**src/rtl/ens_vote_argmax.sv**
```systemverilog
// Ensemble vote stage: sums per-class scores over NUM_MEMBERS beats, then scans
// the sums one class per cycle and presents the lowest-index argmax and its total.
module ens_vote_argmax #(
  parameter int NUM_CLASSES = 10,
  parameter int IN_BITS     = 2,
  parameter int NUM_MEMBERS = 4,
  localparam int CNT_W      = $clog2(NUM_MEMBERS * (2**IN_BITS - 1) + 1),
  localparam int CLS_W      = (NUM_CLASSES > 1) ? $clog2(NUM_CLASSES) : 1
) (
  input  logic                           clk,
  input  logic                           rst_n,
  input  logic                           s_valid,
  output logic                           s_ready,
  input  logic [NUM_CLASSES*IN_BITS-1:0] s_scores,
  output logic                           m_valid,
  input  logic                           m_ready,
  output logic [CLS_W-1:0]               m_class,
  output logic [CNT_W-1:0]               m_score
);

  localparam int BEAT_W = (NUM_MEMBERS > 1) ? $clog2(NUM_MEMBERS) : 1;

  typedef enum logic [1:0] {
    ST_ACCUM = 2'd0,
    ST_SCAN  = 2'd1,
    ST_OUT   = 2'd2
  } state_t;

  state_t             state_q;
  state_t             state_d;
  logic [BEAT_W-1:0]  beat_cnt;
  logic [CNT_W-1:0]   sums [NUM_CLASSES];
  logic [CLS_W-1:0]   scan_idx;
  logic [CNT_W-1:0]   best_score;
  logic [CLS_W-1:0]   best_idx;

  logic               accept;
  logic               last_beat;
  logic               last_idx;
  logic [CNT_W-1:0]   cur_sum;
  logic               take;
  logic [CNT_W-1:0]   best_score_nxt;
  logic [CLS_W-1:0]   best_idx_nxt;

  assign s_ready   = (state_q == ST_ACCUM);
  assign m_valid   = (state_q == ST_OUT);
  assign accept    = s_valid & s_ready;
  assign last_beat = (beat_cnt == BEAT_W'(NUM_MEMBERS - 1));
  assign last_idx  = (scan_idx == CLS_W'(NUM_CLASSES - 1));

  // Index 0 always loads; later indices need a strictly larger sum, so ties keep the lower class.
  always_comb begin
    cur_sum        = sums[scan_idx];
    take           = (scan_idx == '0) || (cur_sum > best_score);
    best_score_nxt = take ? cur_sum : best_score;
    best_idx_nxt   = take ? scan_idx : best_idx;
  end

  always_ff @(posedge clk or negedge rst_n) begin
    if (!rst_n) state_q <= ST_ACCUM;
    else        state_q <= state_d;
  end

  always_comb begin
    state_d = state_q;
    case (state_q)
      ST_ACCUM: if (accept && last_beat) state_d = ST_SCAN;
      ST_SCAN:  if (last_idx)            state_d = ST_OUT;
      ST_OUT:   if (m_ready)             state_d = ST_ACCUM;
      default:                           state_d = ST_ACCUM;
    endcase
  end

  always_ff @(posedge clk or negedge rst_n) begin
    if (!rst_n) begin
      beat_cnt   <= '0;
      scan_idx   <= '0;
      best_score <= '0;
      best_idx   <= '0;
      m_class    <= '0;
      m_score    <= '0;
      for (int c = 0; c < NUM_CLASSES; c++) sums[c] <= '0;
    end else begin
      case (state_q)
        ST_ACCUM: begin
          if (accept) begin
            for (int c = 0; c < NUM_CLASSES; c++)
              sums[c] <= sums[c] + CNT_W'(s_scores[c*IN_BITS +: IN_BITS]);
            beat_cnt <= last_beat ? '0 : beat_cnt + BEAT_W'(1);
          end
        end
        ST_SCAN: begin
          best_score <= best_score_nxt;
          best_idx   <= best_idx_nxt;
          if (last_idx) begin
            scan_idx <= '0;
            m_class  <= best_idx_nxt;
            m_score  <= best_score_nxt;
          end else begin
            scan_idx <= scan_idx + CLS_W'(1);
          end
        end
        ST_OUT: begin
          // Sums are cleared only once the result is taken, so the next inference starts clean.
          if (m_ready) begin
            for (int c = 0; c < NUM_CLASSES; c++) sums[c] <= '0;
          end
        end
        default: ;
      endcase
    end
  end

endmodule

```
**config.mk**
```make
export PLATFORM = sky130hd
export DESIGN_NAME = ens_vote_argmax
export DESIGN_NICKNAME = d
export VERILOG_FILES = /design/src/rtl/ens_vote_argmax.sv
export SDC_FILE = /design/constraint.sdc
export NUM_CORES = 1
export LEC_CHECK = 0
export CORE_UTILIZATION = 62
export CTS_CLUSTER_SIZE = 30
export DETAILED_ROUTE_END_ITERATION = 10
export PLACE_DENSITY = 0.85
export SLEW_MARGIN = 40
export SYNTH_ARGS = -nofsm -noshare
export SYNTH_HDL_FRONTEND = slang
export SYNTH_SLANG_ARGS = --single-unit
export TNS_END_PERCENT = 1
```
**constraint.sdc**
```tcl
create_clock -name clk -period 5 [get_ports clk]
set_clock_uncertainty 0.1 [all_clocks]
set_input_delay 0.75 -clock clk [delete_from_list [all_inputs] [get_ports clk]]
set_output_delay 0.75 -clock clk [all_outputs]
set_load 0.05 [all_outputs]
```
=== Yosys cells after proc, flatten, opt, wreduce, memory -nomap -nowiden ===
Index checks and enable logic that the tools add are counted.
Widths: inputs -> output; s select.

* Register bits: 64
* Input bits: 24

* Bitwise operators: 2
* Equality and inequality tests: 8
* Magnitude comparators: 2
* Muxes and demuxes: 14
* Reductions and logical operators: 9
* $add $sub $neg: 12

{| class="wikitable"
|+ Operators with widths
! operator !! number
|-
| $mux 40 || 2
|-
| $pmux 40 s2 || 1
|-
| $add 4x2->4 || 10
|-
| $mux 4 || 5
|-
| $bmux 4 s4 || 1
|-
| $mux 2 || 4
|-
| $ne 2x1->1 const B || 3
|-
| $pmux 2 s3 || 1
|-
| $reduce_and 3->1 || 2
|-
| $ge 5x5->1 const B || 1
|-
| $not 4->5 || 1
|-
| $add 4x1->4 const B || 1
|-
| $eq 2x2->1 const B || 2
|-
| $eq 4x4->1 const B || 1
|-
| $gt 4x4->1 || 1
|-
| $logic_not 4->1 || 1
|-
| $reduce_and 2->1 || 2
|-
| $add 2x1->2 const B || 1
|-
| $eq 2x1->1 const B || 1
|-
| $logic_not 2->1 || 1
|-
| $ne 2x2->1 const B || 1
|-
| $reduce_bool 2->1 || 1
|-
| $and 1x1->1 || 1
|-
| $logic_and 1x1->1 || 1
|-
| $logic_or 1x1->1 || 1
|}

=== Logic depth before layout (Yosys ltp) ===
* Depth in word-level cells: 7
* Gate-level depth with buffers: 12
* Gate-level depth less buffers: 9

=== Worst setup path before layout ===
OpenSTA, ideal clock, no wires.

* Path kind: flip-flop to flip-flop
* From: register scan_idx[0]
* To: register best_idx[1]
* Arrival: 2483 ps
* Stages on the path, launching flop included: 11
* Data required time: 4775 ps
* Slack: 2293 ps
* Path through: dfrtp_1 buf_6 mux4_2 a22oi_1 nand2_1 ha_1 nor2b_1 o211ai_1 a21oi_2 buf_6 mux2_2

* Word-level cells in the longest chain between the ends: 7

{| class="wikitable"
|+ Ends and longest elaborated chain
! element !! line !! source
|-
| from (decl) || 33 || <nowiki>logic [CLS_W-1:0] scan_idx;</nowiki>
|-
| from (signal assigned) || 100 || <nowiki>scan_idx <= scan_idx + CLS_W'(1);</nowiki>
|-
| $not 4->5 (implied by the code) || 53 || <nowiki>cur_sum = sums[scan_idx];</nowiki>
|-
| $bmux 4 s4 || 53 ||
|-
| $mux 4 (implied by the code) (2 in a row) || 53 ||
|-
| $gt 4x4->1 || 54 || <nowiki>take = (scan_idx == '0) || (cur_sum > best_score);</nowiki>
|-
| $logic_or 1x1->1 (*) || 54 ||
|-
| $mux 4 (*) || 56 || <nowiki>best_idx_nxt = take ? scan_idx : best_idx;</nowiki>
|-
| to (signal assigned) || 94 || <nowiki>best_idx <= best_idx_nxt;</nowiki>
|-
| to (decl) || 35 || <nowiki>logic [CLS_W-1:0] best_idx;</nowiki>
|}

Every way passes the cells marked *; elsewhere a longest branch is shown, timed or not. The select of a mux whose other input is x is not followed.
A chain may end at the register's enable or synchronous reset.

=== Worst setup path in the final report ===
* From: register scan_idx[1]
* To: register best_idx[0]

The elaborated chain is that of the path after synthesis.

==> qor.yml <==
h-tree-depth: 3
grt_usage_pct: 28.67
fp-row-count: 27
cts_made_buffers: 9
vdd_ir_drop_max_mv: 0.3989
syn_nets: 369
end_kind: "flop"
grt_pass1_vias: 2681
avgRoutedWirePerCell_um: 17.78
ys_ff_latch: 64
postCtsHoldBufs: 0
nets: 402
clockRootBuffer: "clkbuf_8"
cts_buffer_depth: 2
setup_tns_ns: 0
synthesis.yosys.warnings: 0
status: "finished, final reports clean"
overflow: 0
max-slew-margin-rel_pct: 57.12
tightest_slew_ns: 0.6418
crit_path_start_kind: "flop"
timing.final.crit_share_pct: 66.71
grt_antenna_before_repair: 0
crit_fanout: 14
clk_pin_slew_ns: 0.07
io_buffers: 33
r2r_setup_slack_ns: 1.66
drive_above_1_share_pct: 12.97
synth_top_cell_area_share_pct: 44.44
diodes: 0
synth-seq-area-share_pct: 44.44
power_density_mw_per_mm2: 736.9
clkSinkCount: 64
hold_viol_final: 0
core_area_mm2: 0.005540
crit_path_cell_trace: "mux4_2 -> a22oi_1 -> nand2_1 -> ha_1 -> o211ai_1 -> a21oi_2 -> mux2_2"
fmax_mhz: 299.8
critPathKind: "reg -> reg"
min_period_ns: 3.335
synth_top_area_cell: "dfrtp_1"
cts_tree: "done"
clock_latency_ns: 0.34
maxCapViolations: 0
worstHoldPathType: "in -> async"
synth_cells: 310
vias: 2509
hpwl_um: 5361
drc: 0
post_cts_buffers: 0
rsz0062_at_grt: "no"
avgSynthCellArea_um2: 11.62
worstPathRequired_ns: 5.13
syn-cell-area_mm2: 0.003603
routed_wirelength_um: 7449
synthTopCellsByArea: "dfrtp_1 (44%), ha_1 (8.7%), fa_1 (5.6%)"
start_util_pct: 65.04
syn2layout_area_growth_pct: 15.21
yosys.cell_types.count: 38
fin_util_pct: 74.93
final_antenna_net_count: 0
slew_viol_final: 0
dieHeight_um: 78.24
finalSetupViolCount: 0
dieArea_mm2: 0.006121
initialDrtViolationCount: 171
critPathArrivalTime_ns: 3.46
grt_pass1_wl_um: 13010
dr.pass1.iters: 4
io_pins: 34
vias_per_cell: 5.988
critPathMaxStageDelay_ns: 0.74
finalPower_mw: 3.059
chipWidth_um: 78.24
gp_congestion: 0.8402
cellLeakagePower_nw: 1.828
grt_max_degree: 39
crit_slowest_cell: "dfrtp_1"
cts-resized-gates: 0
## stage by stage
| step | cell area (µm²) | setup WS (ns) | instances | hold slack [ns] |
|---|---|---|---|---|
| 6_report | 4151 | 1.665 | 419 | 0.3041 |
| 2_1_floorplan | 3603 | 2.293 | 310 | 0.3544 |
| 5_1_grt | 4151 | 1.445 | 419 | 0.3595 |
| 4_1_cts | 4149 | 1.397 | 419 | 0.3168 |
| 3_3_place_gp | 3961 | 1.571 | 404 | 0.3512 |
| 3_5_place_dp | 3961 | 1.413 | 404 | 0.3624 |
## synthesized netlist by cell type
cell type and number:
a211oi_4 1, a21o_1 1, a21oi_1 13, a21oi_2 2
a21oi_4 1, a22o_1 21, a22oi_1 3, a31oi_1 1
and2_1 3, and2b_1 1, buf_2 4, buf_4 1
buf_6 3, clkbuf_1 7, dfrtp_1 64, fa_1 10
ha_1 25, inv_1 6, mux2_2 10, mux2i_1 4
mux4_2 8, nand2_1 33, nand2b_1 1, nand3_1 1
nand4_1 2, nor2_1 28, nor2b_1 3, nor3_1 1
nor3b_1 10, nor3b_2 2, nor4_4 1, o211ai_1 1
o21ai_0 9, o21ai_1 5, o22ai_1 1, or2_1 1
xnor2_1 10, xor2_1 12
## cell families (layout without fill, tap and decap cells)
| logic type | Yosys count | after routing | share of synthesized area [%] |
|---|---|---|---|
| AND/OR/NAND/NOR | 87 | 87 | 11.94 |
| buffers and inverters | 21 | 58 | 3.056 |
| AO/OA/AOI/OAI | 59 | 59 | 11.74 |
| adder cells (fa/ha/maj) | 35 | 35 | 14.24 |
| multiplexers | 22 | 22 | 9.236 |
| flip-flops | 64 | 64 | 44.44 |
| XOR/XNOR | 22 | 22 | 5.347 |
## placed cells by master, fill, tap and decap left out, types with 12 or more instances in the layout
master           netlist  layout
nand2_1               33      33
a22o_1                21      21
dfrtp_1               64      63
xor2_1                12      12
clkdlybuf4s50_1        0      32
a21oi_1               13      13
nor2_1                28      28
ha_1                  25      25
## path summary, 6_finish.rpt
path                             start          end  cells after the start
setup / recovery           scan_idx[1]  best_idx[0]                      7
hold / removal                   rst_n     sums[37]                      1
setup reg to reg           scan_idx[1]  best_idx[0]                      7
hold reg to reg             m_class[1]   m_class[1]                      2
max in group asynchronous        rst_n  scan_idx[0]                      2
min in group clk            m_class[1]   m_class[1]                      2
## worst max-delay path, delay by kind of cell (launching register included)
kind,cells,cell delay (ns)
adders and majority gates,1,0.37
and+or+nand+nor,1,0.12
DFF,1,0.74
AOI/OAI and AO/OA,3,0.88
muxes,2,1.00
## area by class of cell
cell class	instances	area, µm²
multi-input combinational	225	1893
sequential	64	1603
fill	414	1389
timing repair buffer	37	355.3
clock buffer	12	145.1
tap	72	90.09
clock inverter	3	42.54
inverter	6	22.52
## sequential cells by signal, indices dropped and copies added, names as in the netlist
register / cells
beat_cnt: 2
best_score: 4
sums: 40
m_score: 4
best_idx: 4
scan_idx: 4
m_class: 4
state_q: 2
## layer usage
layer | up-vias | part of all wire, % | track usage [%]
li1 | 1161 | - | -
met4 | 0 | 2.6 | 14.63
met3 | 20 | 4.1 | 5.465
met1 | 1263 | 45 | 37.66
met2 | 65 | 49 | 45.61
met5 | - | 0 | 0
## where the power goes
part	internal, mW	total [mW]	switching, mW	leakage (nW)
clock network	0.241	0.436	0.196	0.0925
registers	0.774	1.08	0.305	0.789
logic	0.743	1.54	0.801	0.947
No activity file was read; power rests on OpenSTA's default activity.
